## src/rtl/transposer_sched_pkg.sv

```systemverilog
// Shared types and helpers for the transposer sequencer and its input buffer.
package transposer_sched_pkg;

  localparam int unsigned NUM_WORDS_DEF = 64;
  localparam int unsigned XLEN_DEF      = 32;
  localparam int unsigned MAX_PREC_DEF  = 16;
  localparam int unsigned BUF_DEPTH     = NUM_WORDS_DEF * MAX_PREC_DEF / XLEN_DEF;

  typedef enum logic [2:0] {
    IDLE,
    FILL,
    START,
    STREAM,
    WAIT_HI,
    WAIT_LO
  } sched_state_t;

  function automatic logic prec_legal(input logic [4:0] prec);
    return (prec == 5'd2) || (prec == 5'd4) || (prec == 5'd8) || (prec == 5'd16);
  endfunction

  function automatic int unsigned words_per_block(input logic [4:0] prec,
                                                  input int unsigned num_words,
                                                  input int unsigned xlen);
    return (num_words * 32'(prec)) / xlen;
  endfunction

endpackage

```

## src/rtl/transposer_word_fifo.sv

```systemverilog
// Show-ahead synchronous word FIFO with occupancy output; reset flushes contents.
module transposer_word_fifo
  import transposer_sched_pkg::*;
#(
  parameter int unsigned DEPTH = BUF_DEPTH,
  parameter int unsigned WIDTH = 32,
  parameter int unsigned OCC_W = $clog2(DEPTH + 1)
) (
  input  logic             clk,
  input  logic             rst_n,
  input  logic             push,
  input  logic [WIDTH-1:0] wdata,
  input  logic             pop,
  output logic [WIDTH-1:0] rdata,
  output logic [OCC_W-1:0] count
);

  localparam int unsigned PTR_W = (DEPTH > 1) ? $clog2(DEPTH) : 1;

  logic [WIDTH-1:0] mem [DEPTH];
  logic [PTR_W-1:0] wr_ptr, rd_ptr;
  logic             wr_en, rd_en;

  assign wr_en = push && (count < OCC_W'(DEPTH));
  assign rd_en = pop && (count != '0);
  assign rdata = mem[rd_ptr];

  always_ff @(posedge clk) begin
    if (wr_en) mem[wr_ptr] <= wdata;
  end

  always_ff @(posedge clk or negedge rst_n) begin
    if (!rst_n) begin
      wr_ptr <= '0;
      rd_ptr <= '0;
      count  <= '0;
    end else begin
      if (wr_en) wr_ptr <= (wr_ptr == PTR_W'(DEPTH - 1)) ? '0 : wr_ptr + 1'b1;
      if (rd_en) rd_ptr <= (rd_ptr == PTR_W'(DEPTH - 1)) ? '0 : rd_ptr + 1'b1;
      unique case ({wr_en, rd_en})
        2'b10:   count <= count + 1'b1;
        2'b01:   count <= count - 1'b1;
        default: count <= count;
      endcase
    end
  end

endmodule

```

## src/rtl/transposer_sched.sv

```systemverilog
// Buffers one block of input words, then fires the transposer and streams the
// block without stalls, stepping the MVU address block by block.
module transposer_sched
  import transposer_sched_pkg::*;
#(
  parameter int unsigned NUM_WORDS     = 64,
  parameter int unsigned XLEN          = 32,
  parameter int unsigned MVU_ADDR_LEN  = 32,
  parameter int unsigned MAX_DATA_PREC = 16,
  parameter int unsigned CNT_W         = 16
) (
  input  logic                    clk,
  input  logic                    rst_n,
  input  logic                    cmd_valid,
  output logic                    cmd_ready,
  input  logic [4:0]              cmd_prec,
  input  logic [MVU_ADDR_LEN-1:0] cmd_baddr,
  input  logic [CNT_W-1:0]        cmd_nblk,
  input  logic                    in_valid,
  output logic                    in_ready,
  input  logic [XLEN-1:0]         in_word,
  output logic                    tp_start,
  output logic [31:0]             tp_prec,
  output logic [MVU_ADDR_LEN-1:0] tp_baddr,
  output logic [XLEN-1:0]         tp_iword,
  input  logic                    tp_busy,
  output logic                    job_done,
  output logic                    cmd_err,
  output logic                    sched_busy
);

  localparam int unsigned DEPTH = NUM_WORDS * MAX_DATA_PREC / XLEN;
  localparam int unsigned OCC_W = $clog2(DEPTH + 1);

  sched_state_t      state, state_nx;
  logic [4:0]        prec_q;
  logic [CNT_W-1:0]  blk_cnt, last_blk;
  logic [OCC_W-1:0]  occ, occ_nx, wpb, wpb_nx;
  logic [XLEN-1:0]   fifo_rdata;
  logic              legal, cmd_acc, last, push, pop;
  logic              cmd_ready_d, in_ready_d, tp_start_d, job_done_d, cmd_err_d, sched_busy_d;
  logic [XLEN-1:0]   tp_iword_d;

  assign legal   = prec_legal(cmd_prec);
  assign cmd_acc = (state == IDLE) && cmd_valid && cmd_ready;
  assign last    = (blk_cnt == last_blk);
  assign push    = in_valid && in_ready;
  assign pop     = (state == START) || (state == STREAM);
  assign wpb     = OCC_W'(words_per_block(prec_q, NUM_WORDS, XLEN));
  assign wpb_nx  = OCC_W'(words_per_block(cmd_acc ? cmd_prec : prec_q, NUM_WORDS, XLEN));
  assign occ_nx  = occ + OCC_W'(push) - OCC_W'(pop);

  transposer_word_fifo #(
    .DEPTH (DEPTH),
    .WIDTH (XLEN),
    .OCC_W (OCC_W)
  ) u_fifo (
    .clk   (clk),
    .rst_n (rst_n),
    .push  (push),
    .wdata (in_word),
    .pop   (pop),
    .rdata (fifo_rdata),
    .count (occ)
  );

  always_ff @(posedge clk or negedge rst_n) begin
    if (!rst_n) state <= IDLE;
    else        state <= state_nx;
  end

  // STREAM sees no pushes, so occupancy 1 means this cycle pops the last word.
  always_comb begin
    state_nx = state;
    unique case (state)
      IDLE:    if (cmd_acc && legal) state_nx = FILL;
      FILL:    if (occ == wpb) state_nx = START;
      START:   state_nx = STREAM;
      STREAM:  if (occ == OCC_W'(1)) state_nx = WAIT_HI;
      WAIT_HI: if (tp_busy) state_nx = WAIT_LO;
      WAIT_LO: if (!tp_busy) state_nx = last ? IDLE : FILL;
      default: state_nx = IDLE;
    endcase
  end

  // Outputs are registered, so they are derived from the next state; prefetch
  // during the wait states is suppressed on the last block of a job.
  always_comb begin
    cmd_ready_d  = (state_nx == IDLE);
    sched_busy_d = (state_nx != IDLE);
    tp_start_d   = (state_nx == START);
    in_ready_d   = ((state_nx == FILL) ||
                    (((state_nx == WAIT_HI) || (state_nx == WAIT_LO)) && !last)) &&
                   (occ_nx < wpb_nx);
    job_done_d   = (state == WAIT_LO) && !tp_busy && last;
    cmd_err_d    = cmd_acc && !legal;
    tp_iword_d   = pop ? fifo_rdata : tp_iword;
  end

  always_ff @(posedge clk or negedge rst_n) begin
    if (!rst_n) begin
      cmd_ready  <= 1'b0;
      in_ready   <= 1'b0;
      tp_start   <= 1'b0;
      job_done   <= 1'b0;
      cmd_err    <= 1'b0;
      sched_busy <= 1'b0;
      tp_iword   <= '0;
      tp_prec    <= '0;
      tp_baddr   <= '0;
      prec_q     <= '0;
      blk_cnt    <= '0;
      last_blk   <= '0;
    end else begin
      cmd_ready  <= cmd_ready_d;
      in_ready   <= in_ready_d;
      tp_start   <= tp_start_d;
      job_done   <= job_done_d;
      cmd_err    <= cmd_err_d;
      sched_busy <= sched_busy_d;
      tp_iword   <= tp_iword_d;
      if (cmd_acc && legal) begin
        prec_q   <= cmd_prec;
        tp_prec  <= 32'(cmd_prec);
        tp_baddr <= cmd_baddr;
        blk_cnt  <= '0;
        last_blk <= (cmd_nblk == '0) ? '0 : cmd_nblk - 1'b1;
      end else if ((state == WAIT_LO) && !tp_busy && !last) begin
        blk_cnt  <= blk_cnt + 1'b1;
        tp_baddr <= tp_baddr + MVU_ADDR_LEN'(prec_q);
      end
    end
  end

endmodule

```

## config.mk

```make
export PLATFORM = sky130hd
export DESIGN_NAME = transposer_sched
export DESIGN_NICKNAME = d
export VERILOG_FILES = /design/src/rtl/transposer_sched_pkg.sv /design/src/rtl/transposer_word_fifo.sv /design/src/rtl/transposer_sched.sv
export SDC_FILE = /design/constraint.sdc
export NUM_CORES = 1
export LEC_CHECK = 0
export ABC_CLOCK_PERIOD_IN_PS = 6950
export BUFFER_PORTS_ARGS = -buffer_cell sky130_fd_sc_hd__buf_2
export CAP_MARGIN = 0
export CORE_ASPECT_RATIO = 1.4
export CORE_MARGIN = 5
export CORE_UTILIZATION = 50
export CTS_BUF_LIST = sky130_fd_sc_hd__clkbuf_4 sky130_fd_sc_hd__clkbuf_8
export CTS_CLUSTER_DIAMETER = 200
export DETAILED_ROUTE_END_ITERATION = 8
export HOLD_SLACK_MARGIN = 0.02
export PLACE_DENSITY_LB_ADDON = 0.08
export SYNTH_ARGS = -nofsm -noshare
export SYNTH_HDL_FRONTEND = slang
export SYNTH_SLANG_ARGS = --single-unit
```

## constraint.sdc

```tcl
create_clock -name clk -period 6.95 [get_ports clk]
set_clock_uncertainty 0.05 [all_clocks]
set_input_delay 0.695 -clock clk [delete_from_list [all_inputs] [get_ports clk]]
set_output_delay 0.695 -clock clk [all_outputs]
set_load 0.005 [all_outputs]
```

==> summary.txt <==
Outcome
  • Status: finished clean

Hold path
  • Hold Crit Class: in -> reg
  • Worst Hold Path EP: last_blk[14]$_DFFE_PN0P_
  • Worst Hold Launch: cmd_nblk[14]
  • Worst Hold Depth: 3

Synth
  • #FFs+latches synth: around 1200
  • Ys flop type: edfxtp_1
  • Post-synth ARST share: between 10% and 20%
  • Synth cell types: 62
  • Mean post-synth cell area: 18.7 µm²
  • Largest area contributor in the netlist: edfxtp_1
  • EDFF count, synth: a little over 1000
  • Cells after synthesis: ~2400
  • Netlist area before placement: between 40000 and 50000 µm²
  • Synth area leaders: edfxtp_1, mux4_2, dfrtp_1
  • Post-synthesis sequential area ratio: around 74%
  • Synth Warn #: 0
  • Share of the synthesized area in the top cell type: around 67%

Route
  • Total Wirelength: around 110000 µm
  • DR DRC count: 0
  • Antenna-violating nets left: 0
  • Via density: a little under 6
  • DR pass1 iterations: 8
  • 1st-iter DRT viols: 1853
  • Vias: about 24000
  • Per-cell routed wire length: 28.2 µm

Power and ir drop
  • Maximum VDD drop: between 300 and 400 µV
  • Total power: around 0.017 W
  • Power per standard cell area: roughly 320 nW/µm²
  • Leak Pwr: about 17 nW

Timing
  • Worst Tran Pin Value: 1240 ps
  • Hold_ws: about 130 ps
  • RSZ-0062 raised after global routing: false
  • Finish-stage setup viols: 0
  • Final Worst Setup Slack: around 3400 ps
  • Final Hold Vio Count: 0
  • Final Critical Period: around 3500 ps
  • Max-Slew Margin vs Limit: between 10% and 20%
  • Max Clk Rate: between 0.2 and 0.3 GHz
  • Post-route setup TNS: 0 ps
  • Final worst path period share: 50.9%
  • Max-slew violation count: 0

Final layout
  • Most frequent cells in the layout: edfxtp_1, mux4_2, clkbuf_8
  • Commonest non-fill, non-tap cell in the layout: edfxtp_1
  • Finished Core Util: a little under three fifths
  • Layout area overhead: 13.2%
  • Nets: approximately 2800
  • Share of layout cells above drive strength 1: ~27%

Clock tree
  • Setup Fix Bufs, Post-CTS: 0
  • Root Buffer Master: clkbuf_8
  • Max H-tree Level: 4
  • CTS tree: built
  • Clock sink count: roughly 1200
  • Clock buffer depth: 3
  • Reg clk slew, reported paths: 60 ps
  • Clock latency on the worst-skew pair: approximately 840 ps
  • CTS buffer count: approximately 170

Die
  • Chip width: 266 µm
  • Initial Util: between 50 and 60%
  • Die height: 368 µm
  • I/O pins: between 150 and 200
  • Die footprint: ~98000 µm²
  • Rows: between 100 and 150
  • Core area: 91000 µm²

Critical path
  • Setup CP Type: reg -> reg
  • Worst path arrival time: 4230 ps
  • Reg-to-reg slack, setup: roughly 3400 ps
  • Reg2reg path depth: 15
  • CP max FO: 66
  • CP required: around 7600 ps
  • Worst r2r dst: in_ready$_DFF_PN0_
  • CP endpoint kind: register
  • Startpoint type of the worst setup path: register
  • Worst R2R Start: state[2]$_DFF_PN0_

Placement
  • IO Port Bufs: 164
  • Post-DP HPWL: 69400 µm
  • Setup slack at placement: ~3200 ps
  • Gpl congestion: approximately 0.85

Flow run
  • Max Cap Viol: 0

Global route
  • Gr ovfl total: 0
  • Largest net degree at the start of global routing: 125
  • Total global-route track usage: 23.3%
  • First-pass GRT wire length: between 150000 and 200000 µm
  • Initial antenna violation count: 7
  • Vias in the first global route: 25300
-- synthesized netlist by cell type, drive strengths merged (15+ instances only) --
library cell and number:
nor3 20, o21ai 86, clkbuf 85, edfxtp 1024, dfrtp 126, buf 73
mux4 256, a22oi 128, inv 27, nand2 162, nand4 15, nor2 86
xnor2 60, a21oi 84, ha 38, nand3 27, nor4 19
-- state kept, by name, summed over array words and instances (netlist names), 3 cells and up --
name / cells
prec_q: 5
tp_baddr: 32
state: 3
blk_cnt: 16
tp_iword: 32
u_fifo.count: 6
u_fifo.wr_ptr: 5
u_fifo.mem: 1024
last_blk: 16
u_fifo.rd_ptr: 5
-- report_power, final --
group,switching [W],total (W),internal [W]
combinational,0.00174,0.00318,0.00144
sequential,0.000331,0.00810,0.00777
clock,0.00259,0.00550,0.00290
total,0.00466,0.0168,0.0121
-- metrics by stage --
stage                     std cells  instance area, µm²
after global routing           4059               51800
after detailed placement       3706               48000
after CTS                      4058               51800
after global placement         3706               48000
after floorplan                2473               45900
final                          4061               51800
-- timing repair --
action | in CTS | in global routing
endpoints found under the setup margin | 0 | 0
endpoints found under the hold margin | 97 | 0
hold buffers | 37 | 0
gates resized for setup | 0 | 0
-- cell type report --
class	instances	area, µm²
multi-input combinational	1138	11400
clock buffer	229	2860
fill	6950	39200
sequential	1150	33900
clock inverter	86	552
inverter	27	101
timing repair buffer	231	1460
antenna	3	7.51
tap	1197	1500
-- worst max path at each step --
| stage | start | endpoint |
|---|---|---|
| final | state[2]$_DFF_PN0_ | in_ready$_DFF_PN0_ |
| after global routing | state[2]$_DFF_PN0_ | in_ready$_DFF_PN0_ |
| after CTS | state[2]$_DFF_PN0_ | in_ready$_DFF_PN0_ |
| after detailed placement | in_valid | u_fifo.mem[21][1]$_DFFE_PP_ |
| after global placement | in_valid | u_fifo.mem[21][1]$_DFFE_PP_ |
| after floorplan | in_valid | u_fifo.mem[31][0]$_DFFE_PP_ |
-- worst max-delay path, cell delays in order, from the launching register on --
cell,delay [ps]
dfrtp_1,440
nand2b_2,150
buf_4,490
inv_1,140
ha_1,330
nor2_1,60
fa_1,410
a21oi_1,150
nor2_1,60
nor2_1,110
xor2_1,180
ha_1,270
a21o_1,160
a21oi_1,140
o21ai_0,130
nor3_1,180
-- metal layers --
metal  vias up  track usage, %  share of wire [%]
li1      10400               -                  -
met1     12700            28.8                 38
met2       834            41.7                 54
met3       162            5.37                6.5
met4         2            5.70                2.2
met5         -               0             0.0070
-- cells by family (layout without fill, tap and decap cells) --
family                     Yosys count  in the layout  synth area share (%)
xor gates and xnor gates            68             68                  1.30
buffers and inverters              185            573                  1.88
other                                1             30               0.00819
and+or+nand+nor                    399            399                  4.22
muxes                              265            265                  12.8
adders and majority gates           40             40                  1.13
DFF                               1150           1150                  74.1
AOI/OAI and AO/OA                  339            339                  4.62
Power figures use the tool's default switching activity.
